===== config.mk =====
export PLATFORM = sky130hd
export DESIGN_NAME = bcd_display_scanner
export DESIGN_NICKNAME = d
export VERILOG_FILES = /design/src/rtl/seg7_pkg.sv /design/src/rtl/bcd_to_seven_segment.sv /design/src/rtl/bcd_display_scanner.sv
export SDC_FILE = /design/constraint.sdc
export NUM_CORES = 1
export LEC_CHECK = 0
export BUFFER_PORTS_ARGS = -buffer_cell sky130_fd_sc_hd__buf_2
export CORE_MARGIN = 1.5
export CORE_UTILIZATION = 35
export DETAILED_ROUTE_END_ITERATION = 8
export SYNTH_ARGS = -nofsm -noshare
export SYNTH_HDL_FRONTEND = slang
export SYNTH_SLANG_ARGS = --single-unit

===== constraint.sdc =====
create_clock -name clk -period 5.55 [get_ports clk]
set_clock_uncertainty 0.2 [all_clocks]
set_input_delay 0.8325 -clock clk [delete_from_list [all_inputs] [get_ports clk]]
set_output_delay 0.8325 -clock clk [all_outputs]
set_load 0.005 [all_outputs]

===== src/rtl/seg7_pkg.sv =====
// Shared 7-segment constants, active-low, bit6=a .. bit0=g.
// Used by both the BCD encoder and the segment-to-BCD decoder.
package seg7_pkg;

  localparam int SEG_W = 7;
  localparam int BCD_W = 4;

  localparam logic [SEG_W-1:0] SEG_0     = 7'b0000001;
  localparam logic [SEG_W-1:0] SEG_1     = 7'b1001111;
  localparam logic [SEG_W-1:0] SEG_2     = 7'b0010010;
  localparam logic [SEG_W-1:0] SEG_3     = 7'b0000110;
  localparam logic [SEG_W-1:0] SEG_4     = 7'b1001100;
  localparam logic [SEG_W-1:0] SEG_5     = 7'b0100100;
  localparam logic [SEG_W-1:0] SEG_6     = 7'b0100000;
  localparam logic [SEG_W-1:0] SEG_7     = 7'b0001111;
  localparam logic [SEG_W-1:0] SEG_8     = 7'b0000000;
  localparam logic [SEG_W-1:0] SEG_9     = 7'b0000100;
  localparam logic [SEG_W-1:0] SEG_BLANK = 7'b1111111;

  typedef enum logic {
    ST_BLANK = 1'b0,
    ST_DRIVE = 1'b1
  } scan_st_e;

endpackage


===== src/rtl/bcd_to_seven_segment.sv =====
// BCD digit to active-low 7-segment pattern.
// Codes 10..15 light nothing.
module bcd_to_seven_segment
  import seg7_pkg::*;
(
  input  logic [BCD_W-1:0] bcd_i,
  output logic [SEG_W-1:0] seg_o
);

  // Pure lookup; anything outside 0..9 is blank.
  always_comb begin
    seg_o = SEG_BLANK;
    case (bcd_i)
      4'd0:    seg_o = SEG_0;
      4'd1:    seg_o = SEG_1;
      4'd2:    seg_o = SEG_2;
      4'd3:    seg_o = SEG_3;
      4'd4:    seg_o = SEG_4;
      4'd5:    seg_o = SEG_5;
      4'd6:    seg_o = SEG_6;
      4'd7:    seg_o = SEG_7;
      4'd8:    seg_o = SEG_8;
      4'd9:    seg_o = SEG_9;
      default: seg_o = SEG_BLANK;
    endcase
  end

endmodule


===== src/rtl/bcd_display_scanner.sv =====
// Multiplexed 7-segment scanner with double-buffered BCD word.
// Shadow word moves to the active buffer only at frame end.
module bcd_display_scanner
  import seg7_pkg::*;
#(
  parameter int NUM_DIGITS   = 4,
  parameter int REFRESH_DIV  = 1000,
  parameter int BLANK_CYCLES = 2,
  localparam int IW = (NUM_DIGITS > 1) ? $clog2(NUM_DIGITS) : 1
) (
  input  logic                    clk,
  input  logic                    rst,
  input  logic                    load_valid,
  output logic                    load_ready,
  input  logic [4*NUM_DIGITS-1:0] load_bcd,
  input  logic [NUM_DIGITS-1:0]   load_dp,
  input  logic                    lz_suppress,
  output logic [SEG_W-1:0]        seg_out,
  output logic                    dp_out,
  output logic [NUM_DIGITS-1:0]   an_out,
  output logic [IW-1:0]           digit_idx,
  output logic                    frame_done
);

  localparam int CW = (REFRESH_DIV > 1) ? $clog2(REFRESH_DIV) : 1;
  localparam scan_st_e ST_RST = (BLANK_CYCLES == 0) ? ST_DRIVE : ST_BLANK;

  logic [CW-1:0]           cnt_q, cnt_d;
  logic [IW-1:0]           idx_q, idx_d;
  scan_st_e                st_q, st_d;
  logic [4*NUM_DIGITS-1:0] act_bcd_q, sh_bcd_q;
  logic [NUM_DIGITS-1:0]   act_dp_q, sh_dp_q;
  logic                    pend_q;
  logic                    wrap, frame_end, accept;
  logic [BCD_W-1:0]        cur_bcd;
  logic                    cur_dp;
  logic [SEG_W-1:0]        dec_seg;
  logic [NUM_DIGITS-1:0]   lead_zero;
  logic                    suppress;
  logic [SEG_W-1:0]        seg_d;
  logic                    dp_d;
  logic [NUM_DIGITS-1:0]   an_d;

  assign wrap       = (cnt_q == CW'(REFRESH_DIV - 1));
  assign frame_end  = wrap && (idx_q == IW'(NUM_DIGITS - 1));
  assign accept     = load_valid && !pend_q;
  assign load_ready = !pend_q;
  assign cur_bcd    = act_bcd_q[4*int'(idx_q) +: 4];
  assign cur_dp     = act_dp_q[idx_q];

  // Slot counter and digit index advance.
  always_comb begin
    cnt_d = cnt_q + CW'(1);
    idx_d = idx_q;
    if (wrap) begin
      cnt_d = '0;
      if (idx_q == IW'(NUM_DIGITS - 1)) idx_d = '0;
      else                              idx_d = idx_q + IW'(1);
    end
  end

  // Counter, index and FSM state registers.
  always_ff @(posedge clk or posedge rst) begin
    if (rst) begin
      cnt_q <= '0;
      idx_q <= '0;
      st_q  <= ST_RST;
    end else begin
      cnt_q <= cnt_d;
      idx_q <= idx_d;
      st_q  <= st_d;
    end
  end

  // BLANK for the first cycles of a slot, DRIVE for the rest.
  always_comb begin
    st_d = st_q;
    if (BLANK_CYCLES == 0) begin
      st_d = ST_DRIVE;
    end else begin
      case (st_q)
        ST_BLANK: if (cnt_q == CW'(BLANK_CYCLES - 1)) st_d = ST_DRIVE;
        ST_DRIVE: if (wrap) st_d = ST_BLANK;
        default:  st_d = ST_BLANK;
      endcase
    end
  end

  // Shadow capture on handshake, shadow-to-active only at frame end.
  always_ff @(posedge clk or posedge rst) begin
    if (rst) begin
      act_bcd_q <= {NUM_DIGITS{4'hF}};
      act_dp_q  <= '0;
      sh_bcd_q  <= '0;
      sh_dp_q   <= '0;
      pend_q    <= 1'b0;
    end else begin
      if (accept) begin
        sh_bcd_q <= load_bcd;
        sh_dp_q  <= load_dp;
        pend_q   <= 1'b1;
      end else if (frame_end && pend_q) begin
        act_bcd_q <= sh_bcd_q;
        act_dp_q  <= sh_dp_q;
        pend_q    <= 1'b0;
      end
    end
  end

  // Zero run from the top digit down to the current one.
  always_comb begin
    lead_zero = '0;
    lead_zero[NUM_DIGITS-1] = (act_bcd_q[4*NUM_DIGITS-1 -: 4] == 4'd0);
    for (int i = NUM_DIGITS - 2; i >= 0; i--) begin
      lead_zero[i] = lead_zero[i+1] && (act_bcd_q[4*i +: 4] == 4'd0);
    end
    suppress = lz_suppress && (idx_q != '0) && lead_zero[idx_q];
  end

  bcd_to_seven_segment u_dec (
    .bcd_i (cur_bcd),
    .seg_o (dec_seg)
  );

  // Output decode from FSM state; DP stays visible on blanked zeros.
  always_comb begin
    an_d  = '1;
    seg_d = SEG_BLANK;
    dp_d  = 1'b1;
    if (st_q == ST_DRIVE) begin
      an_d  = ~(NUM_DIGITS'(1) << idx_q);
      seg_d = suppress ? SEG_BLANK : dec_seg;
      dp_d  = ~cur_dp;
    end
  end

  // Registered outputs, one cycle behind the scan position.
  always_ff @(posedge clk or posedge rst) begin
    if (rst) begin
      an_out     <= '1;
      seg_out    <= SEG_BLANK;
      dp_out     <= 1'b1;
      digit_idx  <= '0;
      frame_done <= 1'b0;
    end else begin
      an_out     <= an_d;
      seg_out    <= seg_d;
      dp_out     <= dp_d;
      digit_idx  <= idx_q;
      frame_done <= frame_end;
    end
  end

endmodule


**Word-level counts from Yosys, hierarchy flattened**

Memory sizes are Yosys's and may differ from the RTL's.
Index checks and enable logic that the tools add are counted.

- Add/subtract/negate cells: 2
- Magnitude comparators: 1
- Equality and inequality tests: 3
- Shift-type cells: 2
- Mux-type cells: 15
- Bitwise gates (word level): 4
- Reduce and logical (&&, ||, !) cells: 16

Operators by type and width:

| cell | number |
|---|---|
| 4-bit zero test | 4 |
| 16-bit by 5-bit indexed part select with 4-bit output | 1 |
| 7-bit 2-to-1 mux | 2 |
| 10-bit by 1-bit adder with 10-bit output (second input constant) | 1 |
| 10-bit by 1-bit == test with 1-bit output (second input constant) | 1 |
| 10-bit == test (second input constant) | 1 |
| 10-bit 2-to-1 mux | 1 |
| 1-bit logical AND | 8 |
| 1-bit 2-to-1 mux | 7 |
| 1-bit binary-select mux with 2-bit select | 2 |
| 4-bit 2-to-1 mux | 1 |
| 4-bit inverter | 1 |
| 2-bit nonzero test | 2 |
| 1-bit by 2-bit << shifter with 4-bit output (first input constant) | 1 |
| 2-bit by 3-bit < comparator with 1-bit output (second input constant) | 1 |
| 1-bit inverter | 3 |
| 2-bit by 1-bit adder with 2-bit output (second input constant) | 1 |
| 2-bit == test (second input constant) | 1 |
| 2-bit 2-to-1 mux | 1 |
| 1-bit one-hot mux with 2 select lines | 1 |
| 2-bit AND reduction | 1 |
| 1-bit zero test | 1 |

- Flip-flop bits (word level): 69
- ROM bits: 112
- Input port bits: 24
- Output and inout bits: 16
- Logic and storage cells: 57
- Memories: 1

Memories:

| name | words | bits a word | rd ports | clocked after memory_dff | wr ports | line | RTL |
|---|---|---|---|---|---|---|---|
| (no name shown) | 16 | 7 | 1 | 0 | 0 | bcd_to_seven_segment.sv:13 | `case (bcd_i)` |

**Longest topological paths before layout**

- Depth in word-level cells: 9
- Depth in mapped cells: 8
- Mapped depth without buffers: 7

**Modules after synthesis**

A second synthesis with hierarchy kept.

- Cells, all modules: 249
- Area, all modules: 3236.9 µm²

Modules (own cells, without submodules):

| module | instances | cells an instance | area each (µm²) | seq. area each (µm²) |
|---|---|---|---|---|
| bcd_display_scanner | 1 | 216 | 3026.7 | 1761.7 |
| bcd_to_seven_segment | 1 | 33 | 210.2 | 0.0 |

**Worst setup path after synthesis**

No wires, ideal clock.

- Path type: register to register
- Start point: register idx_q[1]
- End point: register seg_out[2]
- Setup time: 84 ps
- Data arrival time: 1722 ps
- Required time: 5266 ps
- Setup slack: 3545 ps
- Stages on the path, launching flop included: 9
- Buffers on the path: 1
- Period minus slack after synthesis: 2005 ps
- Cell sequence: dfrtp_1 -> buf_6 -> mux4_1 -> inv_1 -> ha_1 -> inv_1 -> mux2i_1 -> mux2_1 -> nand3_1

- Word-level cells in the longest chain between the ends: 5
- Elaborated cells on any way between the ends: 9
- Those cells by class: shift (1); mux (4); reduce/logical (3); memory (1)

RTL lines:

| element | line | RTL |
|---|---|---|
| start, declared | bcd_display_scanner.sv:29 | `logic [IW-1:0] idx_q, idx_d;` |
| start signal, assigned | bcd_display_scanner.sv:70 | `idx_q <= idx_d;` |
| branches (longest 3 deep; another with memory read 16 x 7 bit) | n/a |  |
| 7-bit 2-to-1 mux (*) | bcd_display_scanner.sv:132 | `seg_d = suppress ? SEG_BLANK : dec_seg;` |
| 7-bit 2-to-1 mux (*) | bcd_display_scanner.sv:130 | `if (st_q == ST_DRIVE) begin` |
| net seg_d[2] | bcd_display_scanner.sv:40 | `logic [SEG_W-1:0] seg_d;` |
| end signal, assigned | bcd_display_scanner.sv:147 | `seg_out <= seg_d;` |
| end, declared | bcd_display_scanner.sv:18 | `output logic [SEG_W-1:0] seg_out,` |

Mark *: on every way through the listed nets, which the timed path passes. The select of a mux whose other input is x is not followed.
A chain may end at the register's enable or synchronous reset.

**Worst setup path in the final report**

- Start point: register cnt_q[0]
- End point: register act_dp_q[3]

- Word-level cells in the longest chain between the ends: 4

RTL lines:

| element | line | RTL |
|---|---|---|
| start, declared | bcd_display_scanner.sv:28 | `logic [CW-1:0] cnt_q, cnt_d;` |
| start signal, assigned | bcd_display_scanner.sv:69 | `cnt_q <= cnt_d;` |
| 10-bit == test | bcd_display_scanner.sv:44 | `assign wrap = (cnt_q == CW'(REFRESH_DIV - 1));` |
| 1-bit logical AND | bcd_display_scanner.sv:45 | `assign frame_end = wrap && (idx_q == IW'(NUM_DIGITS - 1));` |
| 1-bit logical AND | bcd_display_scanner.sv:102 | `end else if (frame_end && pend_q) begin` |
| 2-bit AND reduction (no source line) | n/a |  |
| end signal, assigned | bcd_display_scanner.sv:104 | `act_dp_q <= sh_dp_q;` |
| end, declared | bcd_display_scanner.sv:32 | `logic [NUM_DIGITS-1:0] act_dp_q, sh_dp_q;` |

Every way passes these cells.

==> metrics <==
status=complete, no violations; Routed WL per cell=around 14 µm; DR vias/cell=4.68; most common cell after layout, fill and taps aside=dfrtp_1; FILL cells=around 830; Detail Route Antenna Nets=0; Core Util, Final=between 40% and 50%; max cap viols=0; worst-margin pin slew=roughly 830 ps; Post-Synthesis Cells=approximately 230; post-synth cell types=40; WL final=approximately 5300 µm; H-tree Lvls=3; crit path max-delay cell type=nand3_2; Critical Path Max Stage Delay=560 ps; Design Area, Final=3570 µm²; CP max FO=21; CTS Buf Count=9; CP arrival=~2800 ps; internal power=roughly 0.75 mW; All-Layer GR Usage=between 10% and 20%; DP Area=3400 µm²; pin count of the biggest net entering global routing=70; TNS Setup=0 ps; root buffer cell=clkbuf_8; Max Freq=approximately 370 MHz; Power Dens Cells=265 nW/µm²; gr ovfl total=0; # hold bufs at CTS=0; layout cells sized above 1=between 30% and 40%; NetSw=0.198 mW; Fin. Hold Viols=0; Final min period=~2700 ps; Via Count=1817; Yosys reg bits=a little under 70; clock sinks=about 70; Die H=97.3 µm; placed wire-length estimate=3700 µm; layout net count=between 300 and 400; DRC Markers=0; CP endpoint kind=register; Initial Utilization=between 30 and 40%; Core Box Area=slightly below 9000 µm²; Max Buffers Root-to-Sink=2; clock network power share=between 40% and 50%; # setup viols final=0; Die Footprint=between 9000 and 10000 µm²; num ports=40; Synth Flop Type=dfrtp_1; clock-pin slew on the worst setup and hold paths=70 ps; worst setup margin=2820 ps; Power Total=between 0.9 and 1 mW; Leak Pwr=approximately 1.6 nW; dpl ws=about 2800 ps; Seq/Total Area, Yosys=a little under three fifths; average size of a mapped cell=13.4 µm²; vias in the first global route=1911; max-slew violation count=0; Synth-to-Final Area Change=14.8%; PortBufs=39; Rel. slew slack=44.7%; # Post-CTS Setup Buffers=0; startpoint types=register; Post-synth EDFFs=0; syn_nets=269; TritonCTS clock tree=done; row cnt=34; first-pass GRT wire length=9520 µm; Reg power frac=a little under three fifths; Ant. Diodes=0; synthesized area=3110 µm²; Sw Ratio=about a fifth; Period Utilization, post-route=about half; drt initial violations=49; 1st-pass router iterations=4; HP Class=register to register; Placer Congestion=0.806; die width=between 90 and 100 µm; RSZ-0062 raised after global routing=no; Post-synth ARST share=100%; CP cell instances=ha_1, nand3_1, nor4_4, nand3_2, mux2_1; most frequent cells in the layout=dfrtp_1, buf_2, dfstp_2; total number of yosys warnings=0; critical path class=register to register; initial antenna violation count=0; WP data required=around 5600 ps; Skew-Pair Late Insertion Delay=340 ps; VDD IR-drop max=approximately 180 µV; Combinational Power Share=3.7%; post-cts resize count=0
==> power groups by stage <==
stage	Clock (mW)	Combinational [mW]	Sequential [mW]
detailed placement	0	0.0365	0.542
floorplan	0	0.0238	0.537
global placement	0	0.0352	0.541
global route	0.416	0.0406	0.535
finish	0.379	0.0351	0.533
CTS	0.398	0.0367	0.533
==> worst max-delay path: cells and delay by family, from the launching register on <==
kind	cells	cell delay, ps
fa+ha+maj	1	280
flops	1	420
mux	1	490
simple gates	3	1220
==> cells by family after synthesis <==
| group | after synthesis | share of synthesized area (%) |
|---|---|---|
| multiplexers | 49 | 19.6 |
| AND/OR/NAND/NOR | 53 | 9.76 |
| flip-flops | 69 | 56.6 |
| AO/OA/AOI/OAI | 21 | 3.90 |
| XOR/XNOR | 6 | 1.69 |
| adder cells (fa/ha/maj) | 12 | 4.82 |
| buffers and inverters | 23 | 3.62 |
==> worst paths after layout <==
check / startpoint / endpoint / slack, ps / depth (start not counted)
max in group asynchronous: rst / sh_bcd_q[10]$_DFFE_PP0P_ / 4080 / 3
worst min register to register: sh_bcd_q[5]$_DFFE_PP0P_ / act_bcd_q[5]$_DFFE_PP1P_ / 280 / 1
worst max register to register: cnt_q[0]$_DFF_PP0_ / act_dp_q[3]$_DFFE_PP0P_ / 2820 / 5
worst max-delay path: cnt_q[0]$_DFF_PP0_ / act_dp_q[3]$_DFFE_PP0P_ / 2820 / 5
worst min-delay path: sh_bcd_q[5]$_DFFE_PP0P_ / act_bcd_q[5]$_DFFE_PP1P_ / 280 / 1
min in group asynchronous: rst / sh_bcd_q[2]$_DFFE_PP0P_ / 530 / 3
==> cells in the mapped netlist (2+ instances only) <==
| cell | count | area [µm²] |
|---|---|---|
| dfrtp_1 | 41 | 1030 |
| dfstp_2 | 28 | 736 |
| mux2_1 | 21 | 236 |
| mux2_2 | 20 | 225 |
| inv_1 | 13 | 48.8 |
| ha_1 | 12 | 150 |
| nor2_1 | 11 | 41.3 |
| o21ai_0 | 11 | 55.1 |
| nand2_1 | 10 | 37.5 |
| nand3_1 | 9 | 45.0 |
| nor4_1 | 5 | 31.3 |
| xor2_1 | 5 | 43.8 |
| a21oi_1 | 4 | 20.0 |
| and2_1 | 3 | 18.8 |
| buf_2 | 3 | 15.0 |
| buf_6 | 3 | 33.8 |
| clkbuf_1 | 3 | 11.3 |
| mux2i_1 | 3 | 30.0 |
| mux4_2 | 3 | 67.6 |
| nand4_1 | 3 | 18.8 |
| mux4_1 | 2 | 52.6 |
| nor2b_1 | 2 | 12.5 |
==> state kept, by name, indices dropped and copies added (netlist names) <==
signal / count
act_bcd_q: 16
sh_bcd_q: 16
cnt_q: 10
seg_out: 7
act_dp_q: 4
an_out: 4
sh_dp_q: 4
digit_idx: 2
idx_q: 2
dp_out: 1
frame_done: 1
pend_q: 1
st_q: 1
==> through the flow <==
step | cells | hold WS, ps
floorplan | 233 | 220
global placement | 372 | 267
detailed placement | 372 | 272
CTS | 388 | 287
global route | 388 | 310
finish | 388 | 281
==> cell type report <==
| cell class | instances | area (µm²) | area share [%] |
|---|---|---|---|
| Tap cell | 108 | 135 | 3.78 |
| Sequential cell | 69 | 1760 | 49.3 |
| Timing Repair Buffer | 41 | 210 | 5.88 |
| Multi-Input combinational cell | 141 | 1240 | 34.7 |
| Clock buffer | 13 | 139 | 3.89 |
| Clock inverter | 3 | 40.0 | 1.12 |
| Inverter | 13 | 48.8 | 1.37 |
==> metal layers <==
layer / GRT usage, % / wire length (µm) / up-vias
met5: 0 / 0 / -
met4: 6.04 / 96 / 0
li1: - / - / 901
met3: 4.32 / 266 / 8
met1: 16.7 / 2610 / 869
met2: 19.1 / 2330 / 39
No activity file was read; power rests on OpenSTA's default activity.
